===== src/rtl/debounce_pkg.sv =====
// Shared encodings and board defaults for the round-robin button debouncer.
package debounce_pkg;

    typedef enum logic [1:0] {
        ST_IDLE   = 2'b00,
        ST_TIMING = 2'b01,
        ST_COMMIT = 2'b10,
        ST_BAD    = 2'b11
    } state_e;

    // 20 ms hold-off at the 50 MHz board clock.
    localparam int DEF_HOLD  = 1_000_000;
    localparam int DEF_CNT_W = 20;

    function automatic int ptr_width(input int n);
        return (n > 1) ? $clog2(n) : 1;
    endfunction

endpackage


===== src/rtl/debounce_scheduler_rr_pick.sv =====
// Combinational round-robin picker: first pending channel at or after ptr, with wrap.
module rr_pick
    import debounce_pkg::*;
#(
    parameter int N  = 4,
    parameter int PW = ptr_width(N)
) (
    input  logic [N-1:0]  pend,
    input  logic [PW-1:0] ptr,
    output logic [N-1:0]  oh,
    output logic          valid
);

    logic found;

    always_comb begin
        oh    = '0;
        found = 1'b0;
        for (int k = 0; k < N; k++) begin
            if (!found && pend[(int'(ptr) + k) % N]) begin
                oh[(int'(ptr) + k) % N] = 1'b1;
                found = 1'b1;
            end
        end
        valid = |pend;
    end

endmodule


===== src/rtl/debounce_scheduler.sv =====
// N-channel button debouncer sharing one hold-off counter among channels via a
// round-robin scheduler; emits stable levels and one-cycle press/release pulses.
module debounce_scheduler
    import debounce_pkg::*;
#(
    parameter int N     = 4,
    parameter int HOLD  = DEF_HOLD,
    parameter int CNT_W = DEF_CNT_W
) (
    input  logic         clk,
    input  logic         reset_n,
    input  logic [N-1:0] in,
    output logic [N-1:0] out,
    output logic [N-1:0] press,
    output logic [N-1:0] release_pulse,
    output logic [N-1:0] grant,
    output logic         busy
);

    localparam int PW = ptr_width(N);
    localparam logic [CNT_W-1:0] HOLD_M1 = CNT_W'(HOLD - 1);

    state_e            state_q, state_d;
    logic [N-1:0]      sync1_q, sync1_d;
    logic [N-1:0]      sync2_q, sync2_d;
    logic [N-1:0]      out_q, out_d;
    logic [N-1:0]      press_q, press_d;
    logic [N-1:0]      rel_q, rel_d;
    logic [N-1:0]      grant_q, grant_d;
    logic [PW-1:0]     gidx_q, gidx_d;
    logic [PW-1:0]     ptr_q, ptr_d;
    logic [CNT_W-1:0]  cnt_q, cnt_d;

    logic [N-1:0]      pend;
    logic [N-1:0]      pick_oh;
    logic              pick_valid;
    logic [PW-1:0]     pick_idx;
    logic [PW-1:0]     next_ptr;

    assign pend = sync2_q ^ out_q;

    rr_pick #(.N(N), .PW(PW)) u_pick (
        .pend  (pend),
        .ptr   (ptr_q),
        .oh    (pick_oh),
        .valid (pick_valid)
    );

    always_comb begin
        pick_idx = '0;
        for (int i = 0; i < N; i++) begin
            if (pick_oh[i]) pick_idx = PW'(i);
        end
    end

    assign next_ptr = (gidx_q == PW'(N - 1)) ? '0 : gidx_q + PW'(1);

    always_comb begin
        sync1_d = in;
        sync2_d = sync1_q;
        state_d = state_q;
        out_d   = out_q;
        press_d = '0;
        rel_d   = '0;
        grant_d = grant_q;
        gidx_d  = gidx_q;
        ptr_d   = ptr_q;
        cnt_d   = cnt_q;

        case (state_q)
            ST_IDLE: begin
                if (pick_valid) begin
                    grant_d = pick_oh;
                    gidx_d  = pick_idx;
                    cnt_d   = '0;
                    state_d = ST_TIMING;
                end
            end
            ST_TIMING: begin
                // Raw level fell back to the debounced value: drop the grant, no event.
                if (sync2_q[gidx_q] == out_q[gidx_q]) begin
                    ptr_d   = next_ptr;
                    grant_d = '0;
                    state_d = ST_IDLE;
                end else if (cnt_q == HOLD_M1) begin
                    state_d = ST_COMMIT;
                end else begin
                    cnt_d = cnt_q + CNT_W'(1);
                end
            end
            ST_COMMIT: begin
                out_d[gidx_q] = ~out_q[gidx_q];
                if (!out_q[gidx_q]) begin
                    press_d[gidx_q] = 1'b1;
                end else begin
                    rel_d[gidx_q] = 1'b1;
                end
                ptr_d   = next_ptr;
                grant_d = '0;
                state_d = ST_IDLE;
            end
            default: begin
                grant_d = '0;
                state_d = ST_IDLE;
            end
        endcase
    end

    always_ff @(posedge clk or negedge reset_n) begin
        if (!reset_n) begin
            state_q <= ST_IDLE;
            sync1_q <= '0;
            sync2_q <= '0;
            out_q   <= '0;
            press_q <= '0;
            rel_q   <= '0;
            grant_q <= '0;
            gidx_q  <= '0;
            ptr_q   <= '0;
            cnt_q   <= '0;
        end else begin
            state_q <= state_d;
            sync1_q <= sync1_d;
            sync2_q <= sync2_d;
            out_q   <= out_d;
            press_q <= press_d;
            rel_q   <= rel_d;
            grant_q <= grant_d;
            gidx_q  <= gidx_d;
            ptr_q   <= ptr_d;
            cnt_q   <= cnt_d;
        end
    end

    assign out           = out_q;
    assign press         = press_q;
    assign release_pulse = rel_q;
    assign grant         = grant_q;
    assign busy          = (state_q != ST_IDLE);

endmodule


===== config.mk =====
export PLATFORM = sky130hd
export DESIGN_NAME = debounce_scheduler
export DESIGN_NICKNAME = d
export VERILOG_FILES = /design/src/rtl/debounce_pkg.sv /design/src/rtl/debounce_scheduler_rr_pick.sv /design/src/rtl/debounce_scheduler.sv
export SDC_FILE = /design/constraint.sdc
export NUM_CORES = 1
export LEC_CHECK = 0
export BUFFER_PORTS_ARGS = -buffer_cell sky130_fd_sc_hd__clkbuf_2
export CAP_MARGIN = 20
export CORE_AREA = 2 2 74 76
export DETAILED_ROUTE_END_ITERATION = 6
export DIE_AREA = 0 0 76 78
export PLACE_DENSITY_LB_ADDON = 0.3
export SETUP_SLACK_MARGIN = 0.5
export SYNTH_ARGS = -nofsm -noshare
export SYNTH_HDL_FRONTEND = slang
export SYNTH_HIERARCHICAL = 1
export SYNTH_SLANG_ARGS = --single-unit

===== constraint.sdc =====
create_clock -name clk -period 5.65 [get_ports clk]
set_input_delay 0.565 -clock clk [delete_from_list [all_inputs] [get_ports clk]]
set_output_delay 0.565 -clock clk [all_outputs]
set_load 0.005 [all_outputs]

=== Word-level counts from Yosys, hierarchy flattened ===
Cells that the tools add are included.

* Bits in registers: 50
* Bits of input ports: 6
* Output and inout port bits: 17
* Logic and storage cells: 121

* $add $sub $neg: 5
* Order comparisons: 10
* Equality and inequality tests: 10
* Mux-type cells: 54
* Bitwise logic cells: 8
* Reduce and logical (&&, ||, !) cells: 24

{| class="wikitable"
|+ Operators by type and width
! operator !! count
|-
| $mux W20 || 3
|-
| $mux W4 || 10
|-
| $pmux W20 S2 || 1
|-
| $add A20 B1 Y20 const B || 1
|-
| $eq A20 B20 Y1 const B || 1
|-
| $mux W1 || 18
|-
| $mux W2 || 7
|-
| $bmux W1 S2 || 6
|-
| $lt A3 B4 Y1 const B || 3
|-
| $or A4 B4 Y4 || 3
|-
| $demux W1 S2 || 5
|-
| $ge A3 B1 Y1 const B || 3
|-
| $logic_and A1 B1 Y1 || 8
|-
| $ne A2 B2 Y1 const B || 4
|-
| $pmux W2 S2 || 2
|-
| $pmux W4 S2 || 1
|-
| $reduce_and A2 Y1 || 4
|-
| $lt A2 B3 Y1 const B || 2
|-
| $reduce_bool A2 Y1 || 3
|-
| $reduce_or A2 Y1 || 3
|-
| $add A2 B1 Y2 const B || 2
|-
| $add A2 B2 Y2 const B || 2
|-
| $bwmux W4 || 1
|-
| $eq A2 B2 Y1 const B || 2
|-
| other kinds (11) || 16
|}

=== Depth between registers and ports, before layout ===
* Depth in word-level cells: 17
* Depth in mapped cells: 9
* Mapped depth without buffers: 9

=== Cells and area by module ===
Netlist, hierarchy kept.

{| class="wikitable"
|+ By module, submodules not included
! module !! instances !! cells each !! area an instance (um2) !! seq. area each (um2)
|-
| debounce_scheduler || 1 || 222 || 2402.3 || 1251.2
|-
| rr_pick || 1 || 31 || 310.3 || 0.0
|}

=== Worst setup path before layout ===
No wires, ideal clock.

* Kind: flip-flop to flip-flop
* From: register ptr_q[0]
* To: register gidx_q[0]
* Library setup time: 0.135 ns
* Arrival: 2.074 ns
* Required time: 5.515 ns
* Path slack: 3.441 ns
* Stages on the path, launching flop included: 9
* Buffers on the path: 0
* Period minus slack after synthesis: 2.209 ns
* Path through: dfrtp_1 inv_1 ha_1 mux4_2 nor4b_4 a221o_1 nor2b_1 o21ai_0 o21ai_0

* Elaborated cells between the ends (all ways): 59
* Classes of those cells: add/sub (3); order compare (8); mux (29); bitwise (6); reduce/logical (13)

{| class="wikitable"
|+ RTL lines
! what !! line !! text
|-
| from (decl) || debounce_scheduler.sv:31 || <nowiki>logic [PW-1:0] ptr_q, ptr_d;</nowiki>
|-
| from (signal assigned) || debounce_scheduler.sv:130 || <nowiki>ptr_q <= ptr_d;</nowiki>
|-
| $add A2 B1 Y2 || debounce_scheduler_rr_pick.sv:20, debounce_scheduler_rr_pick.sv:21 ||
|-
| $reduce_or A2 Y1 (no source line) || -- ||
|-
| $and A1 B1 Y1 (no source line) || -- ||
|-
| $lt A3 B4 Y1 (not written as such) / $ge A3 B1 Y1 (equally long branches) || debounce_scheduler_rr_pick.sv:21 || <nowiki>oh[(int'(ptr) + k) % N] = 1'b1;</nowiki>
|-
| $logic_and A1 B1 Y1 (not written as such) || debounce_scheduler_rr_pick.sv:21 ||
|-
| $mux W1 (not written as such) || debounce_scheduler_rr_pick.sv:21 ||
|-
| $demux W1 S2 || -- ||
|-
| $or A4 B4 Y4 (no source line) || -- ||
|-
| $mux W4 || debounce_scheduler_rr_pick.sv:20 || <nowiki>if (!found && pend[(int'(ptr) + k) % N]) begin</nowiki>
|-
| $or A4 B4 Y4 (no source line) || -- ||
|-
| $mux W4 || debounce_scheduler_rr_pick.sv:20 ||
|-
| $or A4 B4 Y4 (no source line) || -- ||
|-
| $mux W4 * || debounce_scheduler_rr_pick.sv:20 ||
|-
| net pick_oh[2] || debounce_scheduler.sv:35 || <nowiki>logic [N-1:0] pick_oh;</nowiki>
|-
| $mux W2 * (2 in a row) || debounce_scheduler.sv:52 || <nowiki>if (pick_oh[i]) pick_idx = PW'(i);</nowiki>
|-
| to (signal assigned) || debounce_scheduler.sv:129 || <nowiki>gidx_q <= gidx_d;</nowiki>
|-
| to (decl) || debounce_scheduler.sv:30 || <nowiki>logic [PW-1:0] gidx_q, gidx_d;</nowiki>
|}

The timed path passes the listed nets; every way through them passes the cells marked *. The select of a mux whose other input is x is not followed.
A chain may end at the register's enable or synchronous reset.

=== Worst setup path in the final report ===
Same ends and word-level chain as after synthesis.

==> metrics.cfg <==
[outcome]
status=completed

[yosys]
ys_seq_elements=50
syn_avg_cell_area_um2=10.7
synth_area_um2=2710
ys_seq_area_share_pct=46.1
synth_cells=253
syn-num-nets=270
synthDistinctLibCells=53
synth_warnings=6

[drt]
drt-vias-per-instance=5.69
final_antenna_net_count=0
routed-wl-met3_um=175
wl_met2_mm=2.26
wirelength_mm=4.98
dr_total_vias=1987
wl_met1_mm=2.49
drtIter0Drc=98
avgRoutedWirePerCell_um=14.3
drc=0
top_layer_used=met4
dr.pass1.iters=4

[timing]
relSlewSlack_pct=44.6
finalClockSkew_ns=0.00961
hold_violations=0
drv_slew=0
finalCriticalPeriod_ns=2.42
worst_pin_slew_ns=0.830
period_share_pct=42.7
rsz0062_at_grt=no
tns_ns=0
setup_viol=0
fmax_mhz=414

[global_routing]
grt_usage_pct=17.8
antenna_found_initial=0
grt_pass1_wl_mm=8.52
grt_pass1_vias=1739
grt_start_max_net_pins=51
grt_overflow=0

[layout]
drive_gt1_share_pct=19.4
area_growth_pct=9.59
fin_nets=295
final_common_cell=dfrtp_1
fin_area_um2=2970
mostFrequentLayoutCells=dfrtp_1 (50), nand2_1 (26), clkbuf_2 (22)
nFillCells=421
fin_util_pct=59.0
num_antenna_cells=0

[clock_tree]
post_cts_buffers=0
cts_root_buffer=clkbuf_8
cts_hold_buf=0
cts_inserted_buffers=5
cts_resized=0
insertion_delay_ns=0.31
numClockSinks=50
clockBufferDepth=2
tritoncts=yes
clkSlewWorstSetupHoldPaths_ns=0.10
htreeDepth=2

[hold_path]
hp-class=primary input to async pin

[critical_path]
timing.critical_path.fanout_max=10
worstSetupPathType=flip-flop to flip-flop
required_ns=5.82
critPathCaptureType=flip-flop
worst_setup_path_start_kind=flip-flop
critPathArrivalTime_ns=2.59

[pwr]
leakagePower_nw=1.50
clkPwrFrac_pct=18.4
internal_power_uw=681
ir_drop_mv=0.206
pwr-share-comb_pct=41.8
powerDensity_nw_per_um2=385
p_seq_share_pct=39.8
p_sw_share_pct=40.5
switching_power_uw=463

[die]
initial_core_util_pct=53.8
fp-row-count=26
die_y_um=78
die_w_um=76
pin_count=23
die_area_um2=5930
core_area_um2=5040

[place]
gp_congestion=0.838
place_area_um2=2880
port_buffers=22
hpwlAfterDp_mm=3.57

[run]
maxCapViolations=0

[metrics by stage]
stage | hold WS [ns] | setup WS, ns | total power, mW | std cells
floorplan | 0.269 | 3.44 | 0.849 | 253
global placement | 0.333 | 3.28 | 0.939 | 341
detailed placement | 0.335 | 3.22 | 0.944 | 341
CTS | 0.348 | 3.20 | 1.16 | 349
global route | 0.340 | 2.96 | 1.24 | 349
finish | 0.335 | 3.23 | 1.14 | 349
[worst max-delay path, cell delays in order, from the launching register on]
cell	delay [ns]
dfrtp_1	0.57
inv_1	0.12
ha_1	0.33
mux4_2	0.39
nor4b_4	0.36
a221o_1	0.26
nor2b_1	0.06
o21ai_0	0.12
o21ai_0	0.09
[sequential cells by signal (all words and copies together), names as in the netlist]
signal         cells
cnt_q             20
sync2_q            4
grant              4
release_pulse      4
ptr_q              2
state_q            2
press              4
gidx_q             2
out                4
sync1_q            4
[cells in the mapped netlist, drive strengths merged]
cell | instances | share of area [%]
a22o | 1 | 0.32
and2 | 2 | 0.55
nand2 | 27 | 3.8
clkbuf | 1 | 0.14
a41oi | 2 | 0.65
or3 | 1 | 0.23
a221o | 8 | 3.0
o21a | 3 | 0.83
nor4 | 3 | 1.8
nand4 | 5 | 1.2
nor2b | 2 | 0.46
nor2 | 19 | 2.6
o211a | 1 | 0.37
nor4b | 2 | 1.2
and3b | 1 | 0.32
buf | 4 | 1.3
o31ai | 2 | 0.55
a21o | 1 | 0.28
nand2b | 4 | 0.92
a211o | 8 | 2.6
and3 | 17 | 3.9
o22ai | 3 | 1.4
mux4 | 5 | 4.4
nand3 | 12 | 2.2
a31oi | 3 | 0.69
inv | 9 | 1.2
and4 | 2 | 0.74
o21ai | 10 | 1.8
o21bai | 1 | 0.28
or2 | 3 | 0.78
ha | 11 | 5.1
dfrtp | 50 | 46
xor2 | 4 | 1.8
or4 | 1 | 0.28
a21oi | 11 | 2.0
mux2 | 3 | 1.2
nor3b | 2 | 0.92
nor3 | 9 | 1.8
[metal layers]
layer / GRT usage, % / vias up
met2: 26.3 / 28
met3: 3.49 / 7
met1: 26.8 / 966
met5: 0 / -
met4: 5.45 / 0
li1: - / 986
[logic make-up (layout without fill, tap and decap cells)]
| family | Yosys count | count (layout) | synth area share (%) |
|---|---|---|---|
| flops | 50 | 50 | 46.1 |
| simple gates | 112 | 112 | 23.8 |
| mux | 8 | 8 | 5.67 |
| compound gates | 54 | 54 | 14.8 |
| fa+ha+maj | 11 | 11 | 5.07 |
| buf+inv | 14 | 40 | 2.67 |
| xor+xnor | 4 | 4 | 1.85 |
[layout make-up]
cell class                      instances  area, um2  area share [%]
Multi-Input combinational cell        189       1390            46.7
Sequential cell                        50       1250            42.1
Timing Repair Buffer                   23        118            3.96
Tap cell                               70       87.6            2.95
Clock buffer                            5       68.8            2.31
Inverter                                9       33.8            1.14
Clock inverter                          3       25.0           0.842
[power groups by stage]
stage	sequential [mW]	clock, mW	combinational [mW]
3_3_place_gp	0.461	0	0.478
4_1_cts	0.456	0.219	0.483
5_1_grt	0.467	0.238	0.538
2_1_floorplan	0.450	0	0.399
6_report	0.455	0.210	0.479
3_5_place_dp	0.464	0	0.480
[final timing paths]
| path | from | to | cells past startpoint | slack [ns] |
|---|---|---|---|---|
| min in group clk | sync1_q[2] | sync2_q[2] | 0 | 0.36 |
| max reg2reg | ptr_q[0] | gidx_q[0] | 8 | 3.23 |
| min | reset_n | cnt_q[18] | 2 | 0.33 |
| max | ptr_q[0] | gidx_q[0] | 8 | 3.23 |
| max in group asynchronous | reset_n | ptr_q[1] | 2 | 4.89 |
| min reg2reg | sync1_q[2] | sync2_q[2] | 0 | 0.36 |
(Power assumes the default switching activity.)
